===== src/rtl/iob_dbus_split.sv =====
// Data-bus splitter: routes native-interface requests to one of N_SLAVES slaves by an address field.
// Latency: zero added on forward/return paths; decode error answers 1 cycle later, timeout after 2^TIMEOUT_W cycles.
// Backpressure: one outstanding transaction; the master is held until the slave, a decode error or a timeout answers.
module iob_dbus_split #(
  parameter int ADDR_W    = 32,
  parameter int DATA_W    = 32,
  parameter int N_SLAVES  = 2,
  parameter int P_SLAVES  = ADDR_W - 1,
  parameter int TIMEOUT_W = 8,
  parameter logic [DATA_W-1:0] ERR_RDATA = '0,
  localparam int STRB_W = DATA_W / 8,
  localparam int REQ_W  = 1 + ADDR_W + DATA_W + STRB_W,
  localparam int RESP_W = DATA_W + 1
) (
  input  logic                       clk,
  input  logic                       rst,
  input  logic [REQ_W-1:0]           m_req,
  output logic [RESP_W-1:0]          m_resp,
  output logic [N_SLAVES*REQ_W-1:0]  s_req,
  input  logic [N_SLAVES*RESP_W-1:0] s_resp,
  output logic                       err,
  output logic [1:0]                 err_code,
  output logic [ADDR_W-1:0]          err_addr
);
  localparam int SEL_W = (N_SLAVES > 1) ? $clog2(N_SLAVES) : 1;
  localparam logic [SEL_W:0] N_SEL = (SEL_W+1)'(N_SLAVES);
  localparam logic [TIMEOUT_W-1:0] LIMIT = '1;

  typedef enum logic [1:0] {IDLE, BUSY, DERR} state_t;

  state_t               state, state_nxt;
  logic [SEL_W-1:0]     sel_reg, sel_nxt, dec_sel, fwd_sel;
  logic [TIMEOUT_W-1:0] cnt, cnt_nxt;
  logic                 m_valid, dec_ok;
  logic [ADDR_W-1:0]    m_addr;
  logic [RESP_W-1:0]    sel_resp;
  logic                 fwd_en, pass_en, err_resp, tmo_hit, derr_hit;

  assign m_valid = m_req[REQ_W-1];
  assign m_addr  = m_req[REQ_W-2 -: ADDR_W];
  assign dec_sel = m_addr[P_SLAVES -: SEL_W];
  assign dec_ok  = ({1'b0, dec_sel} < N_SEL);
  // A new request is decoded only in IDLE; otherwise the latched slave owns the bus.
  assign fwd_sel = (state == IDLE) ? dec_sel : sel_reg;

  // Pick the response of the slave currently addressed (zero for an out-of-range select).
  always_comb begin
    sel_resp = '0;
    for (int k = 0; k < N_SLAVES; k++) begin
      if (fwd_sel == SEL_W'(k)) sel_resp = s_resp[k*RESP_W +: RESP_W];
    end
  end

  // Next-state logic: accept, wait for ready, answer decode errors and timeouts locally.
  always_comb begin
    state_nxt = state;
    sel_nxt   = sel_reg;
    cnt_nxt   = cnt;
    fwd_en    = 1'b0;
    pass_en   = 1'b0;
    err_resp  = 1'b0;
    tmo_hit   = 1'b0;
    derr_hit  = 1'b0;
    case (state)
      IDLE: begin
        if (m_valid) begin
          if (dec_ok) begin
            fwd_en  = 1'b1;
            pass_en = 1'b1;
            if (!sel_resp[0]) begin
              state_nxt = BUSY;
              sel_nxt   = dec_sel;
              cnt_nxt   = '0;
            end
          end else begin
            state_nxt = DERR;
          end
        end
      end
      BUSY: begin
        fwd_en  = 1'b1;
        pass_en = 1'b1;
        if (sel_resp[0]) begin
          state_nxt = IDLE;
        end else if (cnt == LIMIT) begin
          err_resp  = 1'b1;
          tmo_hit   = 1'b1;
          state_nxt = IDLE;
        end else begin
          cnt_nxt = cnt + 1'b1;
        end
      end
      DERR: begin
        err_resp  = 1'b1;
        derr_hit  = 1'b1;
        state_nxt = IDLE;
      end
      default: state_nxt = IDLE;
    endcase
  end

  // Output steering; everything is forced quiet while reset is asserted.
  always_comb begin
    s_req  = '0;
    m_resp = '0;
    if (!rst) begin
      for (int k = 0; k < N_SLAVES; k++) begin
        if (fwd_en && fwd_sel == SEL_W'(k)) s_req[k*REQ_W +: REQ_W] = m_req;
      end
      if (pass_en && sel_resp[0]) m_resp = sel_resp;
      else if (err_resp)          m_resp = {ERR_RDATA, 1'b1};
    end
  end

  // State, latched slave select and timeout counter.
  always_ff @(posedge clk or posedge rst) begin
    if (rst) begin
      state   <= IDLE;
      sel_reg <= '0;
      cnt     <= '0;
    end else begin
      state   <= state_nxt;
      sel_reg <= sel_nxt;
      cnt     <= cnt_nxt;
    end
  end

  // Sticky error status; the address is kept from the first error only.
  always_ff @(posedge clk or posedge rst) begin
    if (rst) begin
      err      <= 1'b0;
      err_code <= 2'b00;
      err_addr <= '0;
    end else if (tmo_hit || derr_hit) begin
      if (!err) err_addr <= m_addr;
      err      <= 1'b1;
      err_code <= err_code | {derr_hit, tmo_hit};
    end
  end

endmodule


===== config.mk =====
export PLATFORM = sky130hd
export DESIGN_NAME = iob_dbus_split
export DESIGN_NICKNAME = d
export VERILOG_FILES = /design/src/rtl/iob_dbus_split.sv
export SDC_FILE = /design/constraint.sdc
export NUM_CORES = 1
export LEC_CHECK = 0
export BUFFER_PORTS_ARGS = -buffer_cell sky130_fd_sc_hd__buf_4
export CORE_AREA = 2 2 133 135
export DETAILED_ROUTE_END_ITERATION = 6
export DIE_AREA = 0 0 135 137
export GPL_ROUTABILITY_DRIVEN = 0
export PLACE_DENSITY_LB_ADDON = 0.08
export SYNTH_ARGS = -nofsm -noshare
export SYNTH_HDL_FRONTEND = slang
export SYNTH_SLANG_ARGS = --single-unit
export TNS_END_PERCENT = 20

===== constraint.sdc =====
create_clock -name clk -period 2.4 [get_ports clk]
set_clock_uncertainty 0.05 [all_clocks]
set_input_delay 0 -clock clk [delete_from_list [all_inputs] [get_ports clk]]
set_output_delay 0 -clock clk [all_outputs]
set_load 0.03 [all_outputs]

# ---- Yosys cells after proc, flatten, opt, wreduce, memory -nomap -nowiden
# Index checks and enable logic that the tools add are counted.
dict set report word_totals {
  reg_bits 46
  inputBits 137
  output_inout_bits 206
  wordCells 54
}
dict set report classes {
  addsub 1
  n_eq_ne 8
  n_mux 25
  bitwise 4
  n_reduce_logical 10
}
# op count
set op_table {}
lappend op_table {{$mux 138} 1}
lappend op_table {{$mux 69} 2}
lappend op_table {{$mux 33} 3}
lappend op_table {{$mux 8} 4}
lappend op_table {{$pmux 8 s2} 1}
lappend op_table {{$add 8x1->8 const B} 1}
lappend op_table {{$eq 8x8->1 const B} 1}
lappend op_table {{$mux 2} 4}
lappend op_table {{$ne 2x2->1 const B} 4}
lappend op_table {{$mux 1} 7}
lappend op_table {{$reduce_and 3->1} 2}
lappend op_table {{$reduce_and 5->1} 1}
lappend op_table {{$pmux 1 s2} 2}
lappend op_table {{$pmux 2 s2} 1}
lappend op_table {{$logic_and 1x1->1} 3}
lappend op_table {{$ne 3x3->1 const B} 1}
lappend op_table {{$not 1->1} 3}
lappend op_table {{$eq 2x1->1 const B} 1}
lappend op_table {{$eq 2x2->1 const B} 1}
lappend op_table {{$logic_not 2->1} 1}
lappend op_table {{$or 2x2->2} 1}
lappend op_table {{$reduce_and 2->1} 1}
lappend op_table {{$reduce_bool 2->1} 1}
lappend op_table {{$logic_or 1x1->1} 1}

# ---- Longest topological paths before layout
# Gate-level depths: netlist of run 1.
dict set report depth {
  word_depth 8
  ltp_mapped 7
  mapped_depth_nobuf 6
}

# ---- Least setup slack after synthesis of run 1
# No wires, ideal clock.
dict set report synth_path {
  path_type {input to output}
  start {input rst}
  end {output s_req[28]}
  arrival_time_ps 2229
  required_time_ps 2350
  slack_ps 121
  stages 4
  path_buffers 1
  path_cell_list {inv_1 clkbuf_1 nand2_1 nor2_1}
}
dict set report synth_between {
  elab_chain_cells 1
}
# item line
set synth_lines {}
lappend synth_lines {{from (decl)} 16} ;# input logic rst,
lappend synth_lines {{$mux 138} 106} ;# if (!rst) begin
lappend synth_lines {{to (decl)} 19} ;# output logic [N_SLAVES*REQ_W-1:0] s_req,
# No other way between the ends.

# ---- Worst setup path after layout of run 1
dict set report layout_path {
  start {register state[0]}
  end {output m_resp[19]}
}
dict set report layout_between {
  elab_chain_cells 6
  elab_cells_between_ends 8
  cone_classes {1 x eq/ne; 5 x mux; 2 x reduce/logical}
}
# item line
set layout_lines {}
lappend layout_lines {{from (decl)} 31} ;# state_t state, state_nxt;
lappend layout_lines {{from (signal assigned)} 122} ;# state <= state_nxt;
lappend layout_lines {{$logic_not 2->1} {44, 64}}
lappend layout_lines {{$mux 1} 44} ;# assign fwd_sel = (state == IDLE) ? dec_sel : sel_reg;
lappend layout_lines {{$mux 33} 50} ;# if (fwd_sel == SEL_W'(k)) sel_resp = s_resp[k*RESP_W +: RESP_W];
lappend layout_lines {{$logic_and 1x1->1} 110} ;# if (pass_en && sel_resp[0]) m_resp = sel_resp;
lappend layout_lines {{$mux 33 (*)} 110}
lappend layout_lines {{$mux 33 (*)} 106}
lappend layout_lines {{to (decl)} 18} ;# output logic [RESP_W-1:0] m_resp,
# Every way passes the cells marked *; elsewhere a longest branch is shown, timed or not.

==> metrics.csv, run 1 <==
metric,value,unit
area_growth,98.5,%
nNetsFinal,942,
cellPowerDensity,515,mW/mm2
yosysUniqueCellTypes,37,
hold_viol_final,13,
ys_seq_area_share,32.8,%
regMostFlops,err_addr,
ios,343,
fmax,0.468,GHz
max-cap-violations,0,
synthFlopType,dfrtp_1,
crit_type,reg -> out,
antenna_left,0,
drt_first_pass_iters,4,
p_int,1930,uW
nFillCells,1790,
tns,0,ps
grt_pass1_vias,4229,
htreeDepth,2,
drc,0,
post-route-util,39.1,%
swShare,43.9,%
drive_above_1_share,54.0,%
hpwl,12.8,mm
clkLatencyLatePin,290,ps
cts_tree,done,
yosysTopAreaCellShare,32.8,%
syn_inst,443,
core_area,0.0171,mm2
synth_nets,581,
worstRegToRegCells,6,
path_clk_slew,60,ps
arrival,2090,ps
ys_warn_count,0,
hold-worst-slack,-23.5,ps
clock_power_share,20.5,%
wl_per_cell,15.8,um
hp-class,in -> async,
synthTopCellsByCount,"109 x nand2_1, 83 x nor2_1, 66 x and2_1",
p_comb_share,55.4,%
die_x,135,um
synth_seq_cells,44,
yosysTopAreaCell,dfrtp_1,
cts.sinks,44,
grt_max_degree,37,
largest_register_ffs,32,
p_seq_share,24.1,%
crit_path_max_fanout,16,
violations,negative hold slack,
power_leakage,0.00356,uW
synthArstFlopShare,100,%
setup_viol,0,
clock_path_buffers,2,
initial_utilization,19.7,%
rows,48,
layout.area.seq,0.00110,mm2
die_h,137,um
power_switching,1510,uW
period_share,89.1,%
synth_area_per_cell,7.59,um2
fin_crit,2140,ps
cp.required,2350,ps
endpoint_kind,primary output,
routed-via-count,4377,
crit_path_start_kind,register,
peakVddDrop,0.263,mV
status,"complete, but fails checks",
viasPerCell,4.25,
rsz0062_at_grt,no,
overflow,0,
drt-total-wl,16.3,mm
clock-root-buffer,clkbuf_16,
synthTopCellsByArea,"dfrtp_1 33%, and2_1 12%, nand2_1 12%",
grt_pass1_wl,23.7,mm
synth.most_common_cell,nand2_1,
multi_input_area,0.00210,mm2
slew_violations,0,
antenna_found_initial,0,
synth-edff-count,0,
antenna_cells,0,
cts_inserted_buffers,5,
grt_usage,16.4,%
synth_area,0.00336,mm2
die_area,0.0185,mm2
top_regs,"err_addr x32, cnt x8",
portBuffers,341,
drt_iter0_drc,175,
-- path summary, 6_finish.rpt --
| path | endpoint | slack, ps | start |
|---|---|---|---|
| setup / recovery | m_resp[19] | 260 | state[0]$_DFFE_PP0P_ |
| hold / removal | state[0]$_DFFE_PP0P_ | -20 | rst |
| setup reg to reg | err_addr[5]$_DFFE_PP0P_ | 300 | cnt[0]$_DFFE_PP0P_ |
| hold reg to reg | err_code[0]$_DFFE_PP0P_ | 430 | err_code[0]$_DFFE_PP0P_ |
| max in group asynchronous | err_addr[22]$_DFFE_PP0P_ | 1930 | rst |
| min in group clk | sel_reg$_DFFE_PP0P_ | 30 | m_req[67] |
-- per-layer routing --
layer	GRT usage (%)	wire (um)	vias up	share of wire, %
met2	31.3	8500	203	52
met5	0	0	-	0
met1	17.1	5900	2003	36
met3	4.59	1410	29	8.7
li1	-	-	2142	-
met4	5.44	445	0	2.7
-- layout make-up --
type	instances	area share, %
Timing Repair Buffer	387	45.3
Multi-Input combinational cell	364	31.5
Sequential cell	44	16.5
Tap cell	225	4.22
Clock buffer	6	2.08
Clock inverter	2	0.225
Inverter	2	0.112
-- cell families after synthesis --
group                      synth area share [%]
and+or+nand+nor                            37.7
AOI/OAI and AO/OA                          11.2
DFF                                        32.8
muxes                                      12.7
buffers and inverters                      5.21
adders and majority gates                 0.372
other                                     0.112
-- stage by stage --
step                      area (um2)  hold WS, ps  setup slack [ps]  total power, uW  std cells
after floorplan                 3360         84.7               121             1950        443
after global placement          6160          192               217             2690        989
after detailed placement        6160          197               188             2690        989
after CTS                       6630         12.7              31.4             3460       1028
after global routing            6680         39.9               155             3640       1030
final                           6680        -23.5               261             3440       1030
-- layout by cell type (no fill, tap or decap), types with 2 or more instances in the layout --
master / n
o22a_1: 2
nand2_1: 109
nor3_1: 2
nand4_1: 2
clkbuf_16: 6
mux2_2: 32
a31oi_1: 3
buf_12: 2
dlygate4sd3_1: 31
nand2b_1: 5
buf_4: 353
and3_1: 4
mux2i_1: 2
mux2_1: 2
clkinvlp_4: 2
nor2b_1: 2
nand3_1: 2
a21oi_2: 30
nor2_2: 2
and2_1: 66
nor2_1: 81
dfrtp_1: 43
a21oi_1: 4
-- critical path, cell delays in order, from the launching register on --
cell       delay, ps
dfrtp_2          430
mux2i_4          240
nor2_1            60
or4_4            560
clkbuf_16        220
a21oi_2          120
buf_4            170
-- power groups by stage --
stage | Sequential, uW | Combinational [uW] | Clock (uW)
finish | 829 | 1900 | 705
global route | 838 | 2040 | 765
CTS | 832 | 1890 | 732
detailed placement | 845 | 1840 | 0
global placement | 841 | 1850 | 0
floorplan | 824 | 1130 | 0
-- what timing repair did --
item | CTS | global route
endpoints found under the setup margin | 33 | 33
hold buffers | 31 | 0
gates resized for setup | 2 | 4
buffers inserted | 0 | 1
endpoints found under the hold margin | 31 | 0
gates cloned | 0 | 1
Note: power is estimated with default switching activity, not from simulation.
==> inputs of run 2 (changes only) <==
--- a/config.mk
+++ b/config.mk
@@ -11,7 +11,7 @@
 export DIE_AREA = 0 0 135 137
 export GPL_ROUTABILITY_DRIVEN = 0
 export PLACE_DENSITY_LB_ADDON = 0.08
+export SETUP_SLACK_MARGIN = 0.3
 export SYNTH_ARGS = -nofsm -noshare
 export SYNTH_HDL_FRONTEND = slang
 export SYNTH_SLANG_ARGS = --single-unit
-export TNS_END_PERCENT = 20
==> metrics.csv, run 2 (synthesized netlist as in run 1, its figures left out) <==
metric,value,unit
area_growth,111,%
min_path_cells,2,
overflow,0,
final_common_cell,buf_4,
wl_per_cell,16.1,um
p_comb_share,55.6,%
cts_inserted_buffers,5,
hold-worst-slack,25.1,ps
swShare,42.4,%
period_share,90.2,%
antenna_cells,0,
max-cap-violations,0,
status,finished clean,
clock_power_share,21.9,%
critPathLaunch,state[0]$_DFFE_PP0P_,
fin_crit,2160,ps
drt_first_pass_iters,6,
hpwl,12.2,mm
clock-root-buffer,clkbuf_16,
arrival,2110,ps
cts_tree,done,
reg2reg_from,cnt[1]$_DFFE_PP0P_,
worstRegToRegCells,7,
r2r_end,err_addr[29]$_DFFE_PP0P_,
worstMarginPinSlew,668,ps
initial_utilization,19.7,%
relSlewSlack,55.5,%
drt-total-wl,16.7,mm
power_switching,1590,uW
path_clk_slew,60,ps
antenna_found_initial,0,
top_regs,"err_addr x32, cnt x8",
clkLatencyLatePin,290,ps
grt_pass1_wl,23.3,mm
die_x,135,um
power_leakage,0.00371,uW
p_int,2150,uW
ios,343,
slew_violations,0,
holdPathEnd,err_addr[31]$_DFFE_PP0P_,
hp-class,in -> reg,
cellPowerDensity,527,mW/mm2
p_seq_share,22.5,%
htreeDepth,2,
largest_register_ffs,32,
grt_max_degree,45,
portBuffers,341,
crit_type,reg -> out,
routed-via-count,4394,
grt_usage,16.1,%
r2r_slack,370,ps
hp-start,m_req[67],
rows,48,
clock_path_buffers,2,
die_h,137,um
drive_above_1_share,55.3,%
rsz0062_at_grt,yes,
hold_viol_final,0,
grt_pass1_vias,4104,
cts.sinks,44,
fmax,0.462,GHz
tns,0,ps
drt_iter0_drc,153,
crit_path_max_fanout,5,
peakVddDrop,0.267,mV
drc,0,
nNetsFinal,951,
regMostFlops,err_addr,
core_area,0.0171,mm2
final_cell_mix,"332 x buf_4, 108 x nand2_1, 81 x nor2_1",
cp.required,2350,ps
viasPerCell,4.23,
antenna_left,0,
crit_path_start_kind,register,
die_area,0.0185,mm2
setup_viol,0,
endpoint_kind,primary output,
==> run 2: cell types whose count changed in the layout (fill, tap and decap cells not counted), moves of 9 or more <==
cell / before / now
buf_6: 0 / 24
a21oi_2: 30 / 21
a21oi_4: 0 / 11
buf_4: 353 / 332
==> run 2: per-layer routing <==
| layer | up-vias | routed length, um | track usage (%) |
|---|---|---|---|
| met5 | - | 0 | 0 |
| met4 | 0 | 219 | 3.47 |
| met3 | 13 | 1110 | 3.30 |
| met2 | 197 | 9150 | 31.5 |
| met1 | 2023 | 6200 | 17.8 |
| li1 | 2161 | - | - |
==> run 2: what timing repair did <==
| action | 4_1_cts | 5_1_grt |
|---|---|---|
| pin swaps | 1 | 1 |
| setup buffers | 2 | 4 |
| endpoints found under the hold margin | 31 | 0 |
| hold buffers | 31 | 0 |
| resized for setup | 32 | 26 |
| gates cloned | 2 | 4 |
| endpoints found under the setup margin | 33 | 88 |
==> run 2: per-stage QoR <==
stage	utilization (%)	instances	area [um2]	power (uW)	setup slack, ps
2_1_floorplan	-	443	3360	1950	434
5_1_grt	41.5	1039	7080	3940	189
4_1_cts	40.2	1031	6860	3680	240
6_report	41.5	1039	7080	3740	236
3_3_place_gp	36.1	988	6150	2670	342
3_5_place_dp	36.1	988	6150	2680	277
==> run 2: final cells by class <==
cell class	instances	area [um2]
repair buffers	396	3290
clock buffers	6	139
flip-flops and latches	44	1100
clock inverters	2	38.8
multi-input cells	364	2230
well taps	225	282
inverters	2	7.51
fillers	1724	9970
==> run 2: worst max-delay path by stage <==
stage / depth (start not counted) / slack (ps) / to
6_report: 7 / 240 / m_resp[7]
5_1_grt: 7 / 190 / m_resp[7]
4_1_cts: 7 / 240 / m_resp[7]
3_5_place_dp: 6 / 280 / m_resp[32]
3_3_place_gp: 6 / 340 / m_resp[2]
2_1_floorplan: 6 / 430 / err_addr[11]$_DFFE_PP0P_
==> run 2: power by group through the flow <==
stage / registers [uW] / logic (uW) / clock network [uW]
after detailed placement: 842 / 1840 / 0
after CTS: 831 / 1990 / 853
final: 839 / 2080 / 819
after global placement: 838 / 1830 / 0
after floorplan: 824 / 1130 / 0
after global routing: 843 / 2210 / 882
==> run 2: worst max-delay path, stage by stage (launching register included) <==
cell       delay, ps
dfrtp_2          450
mux2_4           220
nor2_2            30
or4_4            530
buf_12           170
clkbuf_16        150
a21oi_2          120
buf_6            150
